**src/rtl/reg_wb_pkg.sv**
```systemverilog
// Shared types and sizing for the register write-back arbiter.
// REG_WB_FWD_EN (optional macro) adds the decode-stage bypass ports to reg_wb_arbiter.
package reg_wb_pkg;
  localparam int WB_PEND_DEPTH = 4;
  localparam int WB_PTR_W      = $clog2(WB_PEND_DEPTH);

  typedef logic [4:0]  reg_idx_t;
  typedef logic [31:0] word_t;
endpackage

```
**src/rtl/reg_wb_tag_fifo.sv**
```systemverilog
// In-order FIFO of destination indices for issued long-latency ops.
// Push while full and pop while empty are silently dropped.
module reg_wb_tag_fifo
  import reg_wb_pkg::*;
(
  input  logic     clk,
  input  logic     rst,
  input  logic     push,
  input  reg_idx_t push_idx,
  input  logic     pop,
  output reg_idx_t head,
  output logic     full,
  output logic     empty
);
  reg_idx_t              mem_q [WB_PEND_DEPTH];
  reg_idx_t              mem_d [WB_PEND_DEPTH];
  logic [WB_PTR_W-1:0]   wr_ptr_q, wr_ptr_d, rd_ptr_q, rd_ptr_d;
  logic [WB_PTR_W:0]     count_q, count_d;
  logic                  push_ok, pop_ok;

  assign full    = (count_q == (WB_PTR_W+1)'(WB_PEND_DEPTH));
  assign empty   = (count_q == '0);
  assign head    = mem_q[rd_ptr_q];
  assign push_ok = push && !full;
  assign pop_ok  = pop && !empty;

  always_comb begin
    mem_d    = mem_q;
    wr_ptr_d = wr_ptr_q;
    rd_ptr_d = rd_ptr_q;
    count_d  = count_q;
    if (push_ok) begin
      mem_d[wr_ptr_q] = push_idx;
      wr_ptr_d        = wr_ptr_q + 1'b1;
    end
    if (pop_ok) rd_ptr_d = rd_ptr_q + 1'b1;
    case ({push_ok, pop_ok})
      2'b10:   count_d = count_q + 1'b1;
      2'b01:   count_d = count_q - 1'b1;
      default: count_d = count_q;
    endcase
  end

  always_ff @(posedge clk or posedge rst) begin
    if (rst) begin
      mem_q    <= '{default: '0};
      wr_ptr_q <= '0;
      rd_ptr_q <= '0;
      count_q  <= '0;
    end else begin
      mem_q    <= mem_d;
      wr_ptr_q <= wr_ptr_d;
      rd_ptr_q <= rd_ptr_d;
      count_q  <= count_d;
    end
  end
endmodule

```
**src/rtl/reg_wb_arbiter.sv**
```systemverilog
// Register-file write-back arbiter: load completions, an ALU skid entry and new ALU results share one write port.
// Define REG_WB_FWD_EN to add rf_rs*/fwd_rs* bypass of the registered write onto decode operands.
module reg_wb_arbiter
  import reg_wb_pkg::*;
(
  input  logic        clk,
  input  logic        rst,
  input  logic        alu_valid,
  output logic        alu_ready,
  input  reg_idx_t    alu_wa,
  input  word_t       alu_wd,
  input  logic        ld_issue,
  input  reg_idx_t    ld_issue_rd,
  output logic        ld_issue_ready,
  input  logic        ld_valid,
  input  word_t       ld_wd,
  output logic        rf_en,
  output reg_idx_t    rf_wa,
  output word_t       rf_wd,
  output logic [31:0] busy,
  input  reg_idx_t    hz_adr1,
  input  reg_idx_t    hz_adr2,
`ifdef REG_WB_FWD_EN
  input  word_t       rf_rs1,
  input  word_t       rf_rs2,
  output word_t       fwd_rs1,
  output word_t       fwd_rs2,
`endif
  output logic        hz_stall
);
  logic [31:0] busy_q, busy_d;
  logic        skid_valid_q, skid_valid_d;
  reg_idx_t    skid_wa_q, skid_wa_d;
  word_t       skid_wd_q, skid_wd_d;
  logic        rf_en_q, rf_en_d;
  reg_idx_t    rf_wa_q, rf_wa_d;
  word_t       rf_wd_q, rf_wd_d;

  logic        fifo_full, fifo_empty;
  reg_idx_t    fifo_head;
  logic        alu_fire, issue_fire, ld_fire;
  logic        sel_valid;
  reg_idx_t    sel_wa;
  word_t       sel_wd;

  assign alu_ready      = !skid_valid_q && (alu_wa == '0 || !busy_q[alu_wa]);
  assign ld_issue_ready = !fifo_full && (ld_issue_rd == '0 || !busy_q[ld_issue_rd]);
  assign alu_fire       = alu_valid && alu_ready;
  assign issue_fire     = ld_issue && ld_issue_ready;
  assign ld_fire        = ld_valid && !fifo_empty;

  reg_wb_tag_fifo u_tag_fifo (
    .clk      (clk),
    .rst      (rst),
    .push     (issue_fire),
    .push_idx (ld_issue_rd),
    .pop      (ld_fire),
    .head     (fifo_head),
    .full     (fifo_full),
    .empty    (fifo_empty)
  );

  always_comb begin
    skid_valid_d = skid_valid_q;
    skid_wa_d    = skid_wa_q;
    skid_wd_d    = skid_wd_q;
    sel_valid    = 1'b0;
    sel_wa       = '0;
    sel_wd       = '0;
    if (ld_fire) begin
      sel_valid = 1'b1;
      sel_wa    = fifo_head;
      sel_wd    = ld_wd;
      // A result accepted while the load owns the port parks in the skid.
      if (alu_fire) begin
        skid_valid_d = 1'b1;
        skid_wa_d    = alu_wa;
        skid_wd_d    = alu_wd;
      end
    end else if (skid_valid_q) begin
      sel_valid    = 1'b1;
      sel_wa       = skid_wa_q;
      sel_wd       = skid_wd_q;
      skid_valid_d = 1'b0;
    end else if (alu_fire) begin
      sel_valid = 1'b1;
      sel_wa    = alu_wa;
      sel_wd    = alu_wd;
    end

    rf_en_d = sel_valid && (sel_wa != '0);
    rf_wa_d = sel_valid ? sel_wa : rf_wa_q;
    rf_wd_d = sel_valid ? sel_wd : rf_wd_q;

    // Clear before set so a same-edge re-issue keeps the register busy.
    busy_d = busy_q;
    if (ld_fire) busy_d[fifo_head] = 1'b0;
    if (issue_fire) busy_d[ld_issue_rd] = 1'b1;
    busy_d[0] = 1'b0;
  end

  always_ff @(posedge clk or posedge rst) begin
    if (rst) begin
      busy_q       <= '0;
      skid_valid_q <= 1'b0;
      skid_wa_q    <= '0;
      skid_wd_q    <= '0;
      rf_en_q      <= 1'b0;
      rf_wa_q      <= '0;
      rf_wd_q      <= '0;
    end else begin
      busy_q       <= busy_d;
      skid_valid_q <= skid_valid_d;
      skid_wa_q    <= skid_wa_d;
      skid_wd_q    <= skid_wd_d;
      rf_en_q      <= rf_en_d;
      rf_wa_q      <= rf_wa_d;
      rf_wd_q      <= rf_wd_d;
    end
  end

  assign rf_en    = rf_en_q;
  assign rf_wa    = rf_wa_q;
  assign rf_wd    = rf_wd_q;
  assign busy     = busy_q;
  assign hz_stall = (hz_adr1 != '0 && busy_q[hz_adr1]) || (hz_adr2 != '0 && busy_q[hz_adr2]);

`ifdef REG_WB_FWD_EN
  assign fwd_rs1 = (rf_en_q && rf_wa_q == hz_adr1 && hz_adr1 != '0) ? rf_wd_q : rf_rs1;
  assign fwd_rs2 = (rf_en_q && rf_wa_q == hz_adr2 && hz_adr2 != '0) ? rf_wd_q : rf_rs2;
`endif
endmodule

```
**config.mk**
```make
export PLATFORM = sky130hd
export DESIGN_NAME = reg_wb_arbiter
export DESIGN_NICKNAME = d
export VERILOG_FILES = /design/src/rtl/reg_wb_pkg.sv /design/src/rtl/reg_wb_tag_fifo.sv /design/src/rtl/reg_wb_arbiter.sv
export SDC_FILE = /design/constraint.sdc
export NUM_CORES = 1
export LEC_CHECK = 0
export BUFFER_PORTS_ARGS = -buffer_cell sky130_fd_sc_hd__buf_2
export CORE_ASPECT_RATIO = 1.75
export CORE_MARGIN = 2
export CORE_UTILIZATION = 39
export CTS_CLUSTER_SIZE = 14
export DETAILED_ROUTE_END_ITERATION = 10
export PLACE_DENSITY = 0.58
export SETUP_SLACK_MARGIN = 0.2
export SYNTH_ARGS = -nofsm -noshare
export SYNTH_HDL_FRONTEND = slang
export SYNTH_SLANG_ARGS = --single-unit
export TNS_END_PERCENT = 10
```
**constraint.sdc**
```tcl
create_clock -name clk -period 5.7 [get_ports clk]
set_input_delay 0.855 -clock clk [delete_from_list [all_inputs] [get_ports clk]]
set_output_delay 0.855 -clock clk [all_outputs]
set_load 0.03 [all_outputs]
```
======== Yosys cells after proc, flatten, opt, wreduce, memory -nomap -nowiden ========
Cells that the tools add are included.
operators by class
  add/subtract/negate cells ............... 4
  order comparisons ....................... 10
  equality and inequality tests ........... 4
  multiplexer cells ....................... 32
  bitwise logic cells ..................... 5
  reductions and logical operators ........ 29
operators with widths
  cell                 number
  $mux 32              5
  $and 32x32->32       1
  $not 32->32          1
  $or 32x32->32        1
  $lt 5x6->1 const B   5
  $mux 5               6
  $bmux 1 s5           4
  $bwmux 20            1
  $reduce_bool 5->1    3
  $logic_and 1x1->1    13
  $mux 1               11
  $bmux 5 s2           1
  $demux 1 s5          2
  $demux 5 s2          1
  $ge 5x1->1 const B   2
  $logic_not 5->1      2
  $ge 3x3->1 const B   2
  $not 2->3            2
  $pmux 3 s2           1
  $logic_not 1->1      5
  $add 2x1->2 const B  2
  $add 3x1->3 const B  1
  $eq 3x3->1 const B   1
  $logic_not 3->1      1
  8 further kinds      10
word-level totals
  register bits after elaboration ......... 134
  input bits .............................. 89
  output and inout port bits .............. 73
  word-level logic and storage cells ...... 98

======== Depth between registers and ports, before layout ========
  depth in word-level cells ............... 13
  depth in mapped cells ................... 14

======== By module ========
Synthesis repeated with hierarchy kept, for this count alone.
unflattened totals
  cells, all modules ...................... 630
  area total of the unflattened synthesis .. 7223.2 µm²
modules (own cells, without submodules)
  module           times used  cells an instance  area an instance (µm²)  seq. area each (µm²)
  reg_wb_arbiter   1           542                5943.2                  2677.6
  reg_wb_tag_fifo  1           88                 1280.0                  675.6

======== Least setup slack after synthesis ========
OpenSTA, ideal clock, no wires.
  path kind ............................... in2out
  start ................................... in hz_adr1[0]
  end ..................................... out hz_stall
  data arrival time ....................... 2.601 ns
  path slack .............................. 2.244 ns
  cell stages on the path ................. 5
  cell sequence ........................... clkbuf_1 > mux4_2 > mux4_2 > mux2i_1 > nand2_1
between the ends
  longest elaborated chain between the ends .. 4
ends and longest elaborated chain
  what                          RTL line               text
  start: declaration            reg_wb_arbiter.sv:21   input reg_idx_t hz_adr1,
  $bmux 1 s5                    reg_wb_arbiter.sv:126  assign hz_stall = (hz_adr1 != '0 && busy_q[hz_adr1]) || (hz_adr2 != '0 && busy_q[hz_adr2]);
  $mux 1 (not written as such)  reg_wb_arbiter.sv:126
  $logic_and 1x1->1 (*)         reg_wb_arbiter.sv:126
  $logic_or 1x1->1 (*)          reg_wb_arbiter.sv:126
  end: declaration              reg_wb_arbiter.sv:29   output logic hz_stall
Every way passes the cells marked *; elsewhere a longest branch is shown, timed or not. The select of a mux whose other input is x is not followed.

======== Worst setup path in the final report ========
  start ................................... in alu_wa[0]
  end ..................................... out alu_ready
between the ends
  longest elaborated chain between the ends .. 5
ends and longest elaborated chain
  what                          RTL line              text
  start: declaration            reg_wb_arbiter.sv:10  input reg_idx_t alu_wa,
  $bmux 1 s5                    reg_wb_arbiter.sv:46  assign alu_ready = !skid_valid_q && (alu_wa == '0 || !busy_q[alu_wa]);
  $mux 1 (not written as such)  reg_wb_arbiter.sv:46
  $logic_not 1->1               reg_wb_arbiter.sv:46
  $logic_or 1x1->1 (*)          reg_wb_arbiter.sv:46
  $logic_and 1x1->1 (*)         reg_wb_arbiter.sv:46
  end: declaration              reg_wb_arbiter.sv:9   output logic alu_ready,
Marked as above.

==> impl_metrics.json <==
{
  "status": "complete, no violations",
  "fin_nets": 816,
  "die_area_um2": 19400,
  "area_growth_pct": 21.6,
  "layout_common_cells": "buf_2 (160), dfrtp_1 (134), o21ai_0 (61)",
  "cts_buffer_depth": 2,
  "final_common_cell": "buf_2",
  "cts_tree": "done",
  "core_area_um2": 18000,
  "period_needed_ns": 3.62,
  "place_congestion": 0.897,
  "ys_ff_latch": 134,
  "min_path_type": "register to register",
  "cpPeakStageDelay_ns": 0.55,
  "synth_edf_count": 0,
  "synth_flop_cell": "dfrtp_1",
  "cp.required_ns": 4.85,
  "gr-total-overflow": 0,
  "grt_pass1_wl_mm": 33.1,
  "drc": 0,
  "finClkSkew_ns": 0.0108,
  "ant_nets": 0,
  "slowest_stage": "mux4_2",
  "cp-end-kind": "primary output",
  "synth-seq-area-share_pct": 47.1,
  "dp_slack_ns": 1.66,
  "drive_gt1_share_pct": 42.1,
  "grt_pass1_vias": 5830,
  "hpwlAfterDp_mm": 14.9,
  "ir_drop_mv": 0.313,
  "postSynthCellCount": 575,
  "setup_viol": 0,
  "yosys_warnings": 0,
  "crit_top_cell": "buf_2",
  "tns_ns": 0,
  "port_buffers": 160,
  "path_clk_slew_ns": 0.06,
  "die_h_um": 183,
  "synthArstFlopShare_pct": 100,
  "clock.fmax_ghz": 0.276,
  "num_io_pins": 162,
  "p_switching_mw": 2.31,
  "drt-total-wl_mm": 21.1,
  "maxCapViolCount": 0,
  "cts_buffers": 17,
  "dp.cells": 936,
  "hold_violations": 0,
  "pwr-share-comb_pct": 44.5,
  "yosys.cell_types.count": 54,
  "drv_slew": 0,
  "grt_max_degree": 76,
  "gr-usage-all-layers_pct": 22.2,
  "firstDrtPassIters": 5,
  "tightestPinTransition_ns": 1.22,
  "power.total_mw": 5.40,
  "powerDensity_nw_per_um2": 624,
  "p_int_mw": 3.09,
  "rsz0062_at_grt": "no",
  "cts_hold_buf": 0,
  "start_util_pct": 39.6,
  "die_x_um": 106,
  "cp_max_fo": 14,
  "cp.arrival_ns": 2.76,
  "fin_crit_sh_pct": 63.5,
  "numClockSinks": 134,
  "post_cts_buffers": 0,
  "avgViaCountPerCell": 5.88,
  "relSlewSlack_pct": 18.9,
  "fin_cells": 970,
  "cts-root-buf": "clkbuf_16",
  "cts_max_level": 4,
  "synth.cell_area_um2": 7120,
  "critPathKind": "input port to primary output",
  "swShare_pct": 42.7,
  "vias": 5701,
  "num_rows": 65,
  "clkPwrFrac_pct": 20.4,
  "cts-resized-gates": 0,
  "start_kind": "input port",
  "antenna_found_initial": 3,
  "crit_chain": "buf_2, mux4_2, nor2b_1, o211ai_1, nor2_1, buf_2",
  "synth_area_per_cell_um2": 12.4,
  "syn-num-nets": 670,
  "setup_slack_ns": 2.08,
  "drtIter0Drc": 392,
  "post_drt_wl_per_cell_um": 21.7,
  "pwr-share-seq_pct": 35.1,
  "p_leak_nw": 3.94,
  "clkLatencyLatePin_ns": 0.42
}
## Yosys cell counts, drive strengths merged, types with 5 or more instances
| library cell | instances | area [um^2] |
|---|---|---|
| mux2i | 11 | 110 |
| inv | 14 | 52.6 |
| a22oi | 34 | 255 |
| mux4 | 34 | 766 |
| nor2b | 8 | 50.1 |
| nand2 | 28 | 143 |
| clkbuf | 19 | 71.3 |
| o21ai | 70 | 354 |
| dfrtp | 134 | 3350 |
| a21oi | 36 | 180 |
| nor2 | 13 | 48.8 |
| o22ai | 32 | 200 |
| buf | 19 | 129 |
| nand3b | 8 | 67.6 |
| nand3 | 8 | 45.0 |
| mux2 | 60 | 863 |
| nand2b | 5 | 31.3 |
| ha | 5 | 62.6 |
## power groups by stage
| stage | sequential, mW | combinational, mW | clock (mW) |
|---|---|---|---|
| after floorplan | 2.16 | 1.37 | 0 |
| after global placement | 1.87 | 2.37 | 0 |
| after detailed placement | 1.90 | 2.40 | 0 |
| after CTS | 1.89 | 2.41 | 1.12 |
| after global routing | 1.95 | 2.58 | 1.16 |
| final | 1.89 | 2.40 | 1.10 |
## cell type report
cell class	count	area, um^2
fill	1638	9310
clock inverter	15	168
timing repair buffer	165	838
sequential	134	3350
tap	234	293
clock buffer	17	425
antenna	2	5.00
multi-input combinational	389	3520
inverter	14	55.1
## critical path, delay by kind of cell
kind	cells	cell delay [ns]
AND/OR/NAND/NOR	2	0.55
AO/OA/AOI/OAI	1	0.24
multiplexers	1	0.55
buffers and inverters	2	0.57
## logic make-up after synthesis
logic type / synth area share, %
other: 0.0527
muxes: 24.4
xor gates and xnor gates: 0.738
adders and majority gates: 1.16
AOI/OAI and AO/OA: 16.0
DFF: 47.1
and+or+nand+nor: 6.96
buffers and inverters: 3.55
## per-layer routing
| metal | track usage, % | vias to the layer above | share of wire [%] |
|---|---|---|---|
| li1 | - | 2494 | - |
| met1 | 25.9 | 2884 | 38 |
| met2 | 38.9 | 271 | 53 |
| met3 | 4.23 | 50 | 5.8 |
| met4 | 10.5 | 2 | 3.3 |
| met5 | 0 | - | 0.062 |
## per-stage QoR
stage          util [%]  hold slack (ns)  cell area [um^2]
4_1_cts            48.2            0.509              8660
5_1_grt            48.2            0.520              8660
6_report           48.2            0.503              8660
3_5_place_dp       44.9            0.490              8060
3_3_place_gp       44.9            0.488              8060
2_1_floorplan         -            0.476              7120
## path summary, 6_finish.rpt
path                                       end  depth (start not counted)  slack [ns]                 from
min in group asynchronous            rf_wd[15]                          2        0.62                  rst
max in group asynchronous              busy[2]                          3        3.68                  rst
min reg2reg                u_tag_fifo.mem_q[3]                          1        0.50  u_tag_fifo.mem_q[3]
max reg2reg                           rf_wd[5]                          7        2.38             busy[13]
max                                  alu_ready                          6        2.08            alu_wa[0]
min                        u_tag_fifo.mem_q[3]                          1        0.50  u_tag_fifo.mem_q[3]
## flip-flops by register name, indices dropped and copies added (netlist names)
| register | flops |
|---|---|
| rf_wa | 5 |
| u_tag_fifo.rd_ptr_q | 2 |
| rf_en | 1 |
| skid_wd_q | 32 |
| u_tag_fifo.mem_q | 20 |
| skid_wa_q | 5 |
| u_tag_fifo.count_q | 3 |
| u_tag_fifo.wr_ptr_q | 2 |
| skid_valid_q | 1 |
| busy | 31 |
| rf_wd | 32 |
Power figures use the tool's default switching activity.
